[src/rtl/cache_pkg.sv]
// Shared types and defaults for the single-set cache controller.
package cache_pkg;

  localparam int DEF_NUM_WAYS  = 8;
  localparam int DEF_TAG_WIDTH = 20;
  localparam int CNT_WIDTH     = 16;

  typedef enum logic [2:0] {
    IDLE   = 3'd0,
    LOOKUP = 3'd1,
    EVICT  = 3'd2,
    UPDATE = 3'd3,
    RESP   = 3'd4
  } state_t;

  function automatic logic [CNT_WIDTH-1:0] sat_inc(input logic [CNT_WIDTH-1:0] v);
    return (v == 16'hFFFF) ? v : v + 16'd1;
  endfunction

endpackage

[src/rtl/way_priority_select.sv]
// One-hot isolation of the lowest set bit of a way vector.
module way_priority_select #(
  parameter int NUM_WAYS = 8
) (
  input  logic [NUM_WAYS-1:0] i_req,
  output logic [NUM_WAYS-1:0] o_grant
);

  // x & -x keeps only the least-significant set bit; zero in gives zero out.
  assign o_grant = i_req & ((~i_req) + {{(NUM_WAYS-1){1'b0}}, 1'b1});

endmodule

[src/rtl/cache_set_controller.sv]
// One N-way cache set: tag lookup, fill into a free or policy-chosen victim
// way, eviction-policy notifications, and a held response handshake.
module cache_set_controller
  import cache_pkg::*;
#(
  parameter int NUM_WAYS  = DEF_NUM_WAYS,
  parameter int TAG_WIDTH = DEF_TAG_WIDTH
) (
  input  logic                 clk,
  input  logic                 rst_n,
  input  logic                 req_valid,
  input  logic [TAG_WIDTH-1:0] req_tag,
  output logic                 req_ready,
  input  logic                 flush,
  output logic                 resp_valid,
  input  logic                 resp_ready,
  output logic                 resp_hit,
  output logic [NUM_WAYS-1:0]  resp_way,
  output logic [NUM_WAYS-1:0]  hitWay,
  output logic [NUM_WAYS-1:0]  allocateWay,
  input  logic [NUM_WAYS-1:0]  evictionTarget,
  input  logic                 evictionReady,
  output logic [15:0]          hit_count,
  output logic [15:0]          miss_count
);

  state_t               r_state;
  logic [TAG_WIDTH-1:0] r_tag;
  logic [TAG_WIDTH-1:0] r_tags [NUM_WAYS];
  logic [NUM_WAYS-1:0]  r_valid;
  logic [NUM_WAYS-1:0]  r_sel;
  logic                 r_hit;
  logic                 r_resp_valid;
  logic                 r_resp_hit;
  logic [NUM_WAYS-1:0]  r_resp_way;
  logic [NUM_WAYS-1:0]  r_hit_way;
  logic [NUM_WAYS-1:0]  r_alloc_way;
  logic [15:0]          r_hit_count;
  logic [15:0]          r_miss_count;

  logic [NUM_WAYS-1:0]  w_match;
  logic [NUM_WAYS-1:0]  w_match_sel;
  logic [NUM_WAYS-1:0]  w_free_sel;
  logic [NUM_WAYS-1:0]  w_victim_sel;
  logic [15:0]          w_hit_count_nxt;
  logic [15:0]          w_miss_count_nxt;

  // Parallel tag compare of the captured request against every valid way.
  always_comb begin
    w_match = {NUM_WAYS{1'b0}};
    for (int i = 0; i < NUM_WAYS; i++) begin
      w_match[i] = r_valid[i] && (r_tags[i] == r_tag);
    end
  end

  way_priority_select #(.NUM_WAYS(NUM_WAYS)) u_match_sel (
    .i_req  (w_match),
    .o_grant(w_match_sel)
  );

  way_priority_select #(.NUM_WAYS(NUM_WAYS)) u_free_sel (
    .i_req  (~r_valid),
    .o_grant(w_free_sel)
  );

  way_priority_select #(.NUM_WAYS(NUM_WAYS)) u_victim_sel (
    .i_req  (evictionTarget),
    .o_grant(w_victim_sel)
  );

  // Lookup/fill/response sequencer; also owns tag and valid storage.
  always_ff @(posedge clk or negedge rst_n) begin
    if (!rst_n) begin
      r_state      <= IDLE;
      r_tag        <= {TAG_WIDTH{1'b0}};
      r_valid      <= {NUM_WAYS{1'b0}};
      r_sel        <= {NUM_WAYS{1'b0}};
      r_hit        <= 1'b0;
      r_resp_valid <= 1'b0;
      r_resp_hit   <= 1'b0;
      r_resp_way   <= {NUM_WAYS{1'b0}};
      r_hit_way    <= {NUM_WAYS{1'b0}};
      r_alloc_way  <= {NUM_WAYS{1'b0}};
      for (int i = 0; i < NUM_WAYS; i++) begin
        r_tags[i] <= {TAG_WIDTH{1'b0}};
      end
    end else begin
      case (r_state)
        IDLE: begin
          if (flush) begin
            r_valid <= {NUM_WAYS{1'b0}};
          end else if (req_valid) begin
            r_tag   <= req_tag;
            r_state <= LOOKUP;
          end
        end
        LOOKUP: begin
          r_hit <= |w_match;
          if (|w_match) begin
            r_sel     <= w_match_sel;
            r_hit_way <= w_match_sel;
            r_state   <= UPDATE;
          end else if (!(&r_valid)) begin
            r_sel       <= w_free_sel;
            r_alloc_way <= w_free_sel;
            r_state     <= UPDATE;
          end else begin
            r_state <= EVICT;
          end
        end
        EVICT: begin
          // A ready policy with an empty target is not a usable answer.
          if (evictionReady && (|evictionTarget)) begin
            r_sel       <= w_victim_sel;
            r_alloc_way <= w_victim_sel;
            r_state     <= UPDATE;
          end
        end
        UPDATE: begin
          r_hit_way   <= {NUM_WAYS{1'b0}};
          r_alloc_way <= {NUM_WAYS{1'b0}};
          if (!r_hit) begin
            for (int i = 0; i < NUM_WAYS; i++) begin
              if (r_sel[i]) begin
                r_tags[i]  <= r_tag;
                r_valid[i] <= 1'b1;
              end
            end
          end
          r_resp_valid <= 1'b1;
          r_resp_hit   <= r_hit;
          r_resp_way   <= r_sel;
          r_state      <= RESP;
        end
        RESP: begin
          if (resp_ready) begin
            r_resp_valid <= 1'b0;
            r_resp_hit   <= 1'b0;
            r_resp_way   <= {NUM_WAYS{1'b0}};
            r_state      <= IDLE;
          end
        end
        default: r_state <= IDLE;
      endcase
    end
  end

  // Saturating statistics, advanced as UPDATE retires.
  always_comb begin
    w_hit_count_nxt  = r_hit_count;
    w_miss_count_nxt = r_miss_count;
    if (r_state == UPDATE) begin
      if (r_hit) begin
        w_hit_count_nxt = sat_inc(r_hit_count);
      end else begin
        w_miss_count_nxt = sat_inc(r_miss_count);
      end
    end else begin
      w_hit_count_nxt  = r_hit_count;
      w_miss_count_nxt = r_miss_count;
    end
  end

  // Counter registers.
  always_ff @(posedge clk or negedge rst_n) begin
    if (!rst_n) begin
      r_hit_count  <= 16'h0000;
      r_miss_count <= 16'h0000;
    end else begin
      r_hit_count  <= w_hit_count_nxt;
      r_miss_count <= w_miss_count_nxt;
    end
  end

  assign req_ready   = rst_n && (r_state == IDLE) && !flush;
  assign resp_valid  = r_resp_valid;
  assign resp_hit    = r_resp_hit;
  assign resp_way    = r_resp_way;
  assign hitWay      = r_hit_way;
  assign allocateWay = r_alloc_way;
  assign hit_count   = r_hit_count;
  assign miss_count  = r_miss_count;

endmodule

[config.mk]
export PLATFORM = sky130hd
export DESIGN_NAME = cache_set_controller
export DESIGN_NICKNAME = d
export VERILOG_FILES = /design/src/rtl/cache_pkg.sv /design/src/rtl/way_priority_select.sv /design/src/rtl/cache_set_controller.sv
export SDC_FILE = /design/constraint.sdc
export NUM_CORES = 1
export LEC_CHECK = 0
export ABC_CLOCK_PERIOD_IN_PS = 6280
export BUFFER_PORTS_ARGS = -buffer_cell sky130_fd_sc_hd__buf_2
export CORE_UTILIZATION = 41
export CTS_CLUSTER_DIAMETER = 40
export DETAILED_ROUTE_END_ITERATION = 16
export GPL_TIMING_DRIVEN = 0
export PLACE_DENSITY = 0.67
export REMOVE_ABC_BUFFERS = 1
export SLEW_MARGIN = 20
export SYNTH_ARGS = -nofsm -noshare
export SYNTH_HDL_FRONTEND = slang
export SYNTH_SLANG_ARGS = --single-unit
[constraint.sdc]
create_clock -name clk -period 6.28 [get_ports clk]
set_input_delay 0.628 -clock clk [delete_from_list [all_inputs] [get_ports clk]]
set_output_delay 0.628 -clock clk [all_outputs]
set_load 0.02 [all_outputs]
==> out/qor.csv <==
stage,metric,value,unit
run_status,run_status,"finished, final reports clean",
layout,n_fill_cell,2624,
timing,setup_viol,0,
critical_path,crit_path_frequent_cell,nand4_1,
synthesis,ys_warn_count,0,
synthesis,yosys-top-cells-area,"dfrtp_1 (52%), mux2_2 (16%), xnor2_1 (9.2%)",
critical_path,cpPeakStageDelay,0.96,ns
timing,period_share,62.2,%
layout,drive_above_1_share,32.7,%
layout,final_cell_area,14500,µm²
routing,drc,0,
global_routing,grt_usage,17.9,%
critical_path,worst-r2r-cell-count,9,
synthesis,async_flop_share,100,%
critical_path,endpoint_kind,flop,
timing,period_needed,3.91,ns
floorplan,fp.dieH,176,µm
critical_path,start_kind,flop,
synthesis,ys_ff_latch,258,
floorplan,rows,63,
clock_network,postCtsResizedCells,0,
timing,slew_headroom,28.0,%
critical_path,path_class,reg -> reg,
synthesis,synth.cell_area,12400,µm²
synthesis,ys_seq_area_share,51.9,%
layout,areaGrowthSynthToFinish,16.8,%
critical_path,crit_start,r_tag[10],
global_routing,grt_antenna_before_repair,0,
routing,vias,7884,
timing,max_slew.worst_pin.slew,1.08,ns
critical_path,timing.critical_path.to,r_sel[2],
clock_network,cts_made_buffers,38,
clock_network,ctsHtreeMaxLevel,2,
synthesis,synth_edf_count,0,
placement,numPortBuffers,92,
synthesis,synth_top_area_share,51.9,%
clock_network,cts_root_buffer,clkbuf_16,
timing,fmax,256,MHz
routing,routedWlPerCell,17.9,µm
critical_path,critPathRequiredTime,6.67,ns
placement,hpwl,17400,µm
clock_network,clkSlewWorstSetupHoldPaths,0.05,ns
placement,dpl_cell_area,13200,µm²
synthesis,syn-mean-instance-area,12.2,µm²
clock_network,insertion_delay,0.52,ns
layout,layout_commonest_cell,dfrtp_1,
layout,layout.cells.non_filler,1501,
floorplan,io_pins,93,
hold_path,hold_path.class,in -> reg,
timing,fin_skew,0.0159,ns
critical_path,r2r_end,r_sel[2],
timing,drv_slew,0,
clock_network,cts_tree,built,
synthesis,ys_types,54,
floorplan,die_w,176,µm
routing,ant_nets,0,
timing,hold_violations,0,
power_and_ir_drop,power_density,472,nW/µm²
global_routing,grt_pass1_vias,7871,
floorplan,die_area,31000,µm²
flow_run,maxCapViolCount,0,
critical_path,cpMaxStageDelayCell,dfrtp_1,
critical_path,ff2ff_setup_slack,2.37,ns
routing,via_per_inst,5.25,
routing,drtIter0Drc,416,
routing,dr.pass1.iters,5,
power_and_ir_drop,p_leak,6.86,nW
floorplan,fp.coreArea,29700,µm²
critical_path,crit_fanout,17,
synthesis,yosysTopAreaCell,dfrtp_1,
hold_path,worstHoldPathCells,2,
critical_path,r2r-start,r_tag[10],
global_routing,overflow,0,
power_and_ir_drop,vdd_ir_drop_max,0.345,mV
global_routing,grt_pass1_wl,43100,µm
floorplan,initial_core_util,41.8,%
placement,gp_congestion,0.814,
critical_path,arrival,4.29,ns
routing,drt-total-wl,26900,µm
placement,placed_cells,1433,
layout,nNetsFinal,1120,
synthesis,synth_flop_cell,dfrtp_1,
layout,antenna_cells,0,
clock_network,clockBufferDepth,3,
layout,mostFrequentLayoutCells,"dfrtp_1 (258), mux2_2 (182), xnor2_1 (130), buf_2 (91), nand2_1 (62)",
clock_network,clkSinkCount,258,
critical_path,path_cells,xnor2_1 -> nand4_1 -> nor4_1 -> nand4_1 -> nand3_1 -> nor4_4 -> a21oi_1 -> o21a_1 -> mux2_1,
timing,whs,0.346,ns
synthesis,synthCells,1015,
global_routing,grt_max_degree,95,
timing,rsz0062_at_grt,no,
## logic make-up (layout without fill, tap and decap cells)
group,after synthesis,count (layout),share of synthesized area [%]
DFF,258,258,51.9
adders and majority gates,2,2,0.201
xor gates and xnor gates,191,191,13.5
AOI/OAI and AO/OA,51,51,2.83
buffers and inverters,73,169,2.73
and+or+nand+nor,242,242,10.7
muxes,198,198,18.2
## worst min-delay path by stage
| stage | startpoint | end | slack, ns |
|---|---|---|---|
| after global placement | miss_count[9] | miss_count[9] | 0.47 |
| after floorplan | rst_n | allocateWay[0] | 0.33 |
| after global routing | req_tag[5] | r_tag[5] | 0.34 |
| after CTS | req_tag[14] | r_tag[14] | 0.33 |
| after detailed placement | miss_count[9] | miss_count[9] | 0.48 |
| final | req_tag[14] | r_tag[14] | 0.35 |
## stage by stage
step | total power (W) | setup TNS [ns] | setup WS, ns | utilization (%)
3_3_place_gp | 0.00461 | -60.56 | -0.259 | 43.9
3_5_place_dp | 0.00467 | 0 | 2.48 | 44.3
5_1_grt | 0.00724 | 0 | 2.08 | 48.9
4_1_cts | 0.00693 | 0 | 2.47 | 48.8
2_1_floorplan | 0.00401 | 0 | 3.52 | -
6_report | 0.00685 | 0 | 2.37 | 48.9
## Yosys cell counts, types with 11 or more instances
cell      count
dfrtp_1     258
mux2_2      182
xnor2_1     130
nand2_1      62
xor2_1       61
nand4_1      42
buf_2        37
nand3_1      30
nor2_1       27
clkbuf_1     24
nor4_1       19
a21oi_1      11
o21ai_1      11
## final cells by class
cell class,count,area (µm²),area share [%]
clock buffers,47,1080,7.43
clock inverters,20,268,1.84
inverters,6,22.5,0.155
multi-input cells,684,5640,38.9
flip-flops and latches,258,6460,44.5
well taps,390,488,3.36
repair buffers,96,563,3.88
## what timing repair did
action                                 CTS  global route
endpoints found under the hold margin   14             0
hold buffers                             1             0
setup endpoints to repair                0             0
setup buffers                            0             0
## routing by layer
metal | GRT usage (%) | share of wire, % | up-vias
li1 | - | - | 3687
met5 | 0 | 0 | -
met1 | 25.5 | 49 | 3981
met2 | 27.8 | 45 | 170
met3 | 2.97 | 4.3 | 46
met4 | 5.76 | 2.1 | 0
## sequential cells by signal, summed over array words and instances, names as in the netlist
signal,flops
r_tags,160
r_tag,20
hit_count,16
miss_count,16
allocateWay,8
hitWay,8
r_sel,8
r_valid,8
resp_way,8
r_state,3
r_hit,1
resp_hit,1
resp_valid,1
## power breakdown
| part | switching [W] | internal [W] |
|---|---|---|
| Sequential | 0.000809 | 0.00205 |
| Combinational | 0.000805 | 0.000977 |
| Clock | 0.000782 | 0.00143 |
| Total | 0.00240 | 0.00446 |
## critical path: cells and delay by family (launching register included)
kind            cells  cell delay [ns]
compound gates      2             0.65
xor+xnor            1             0.19
flops               1             0.96
mux                 1             0.37
simple gates        5             1.60
Note: power is estimated with default switching activity, not from simulation.
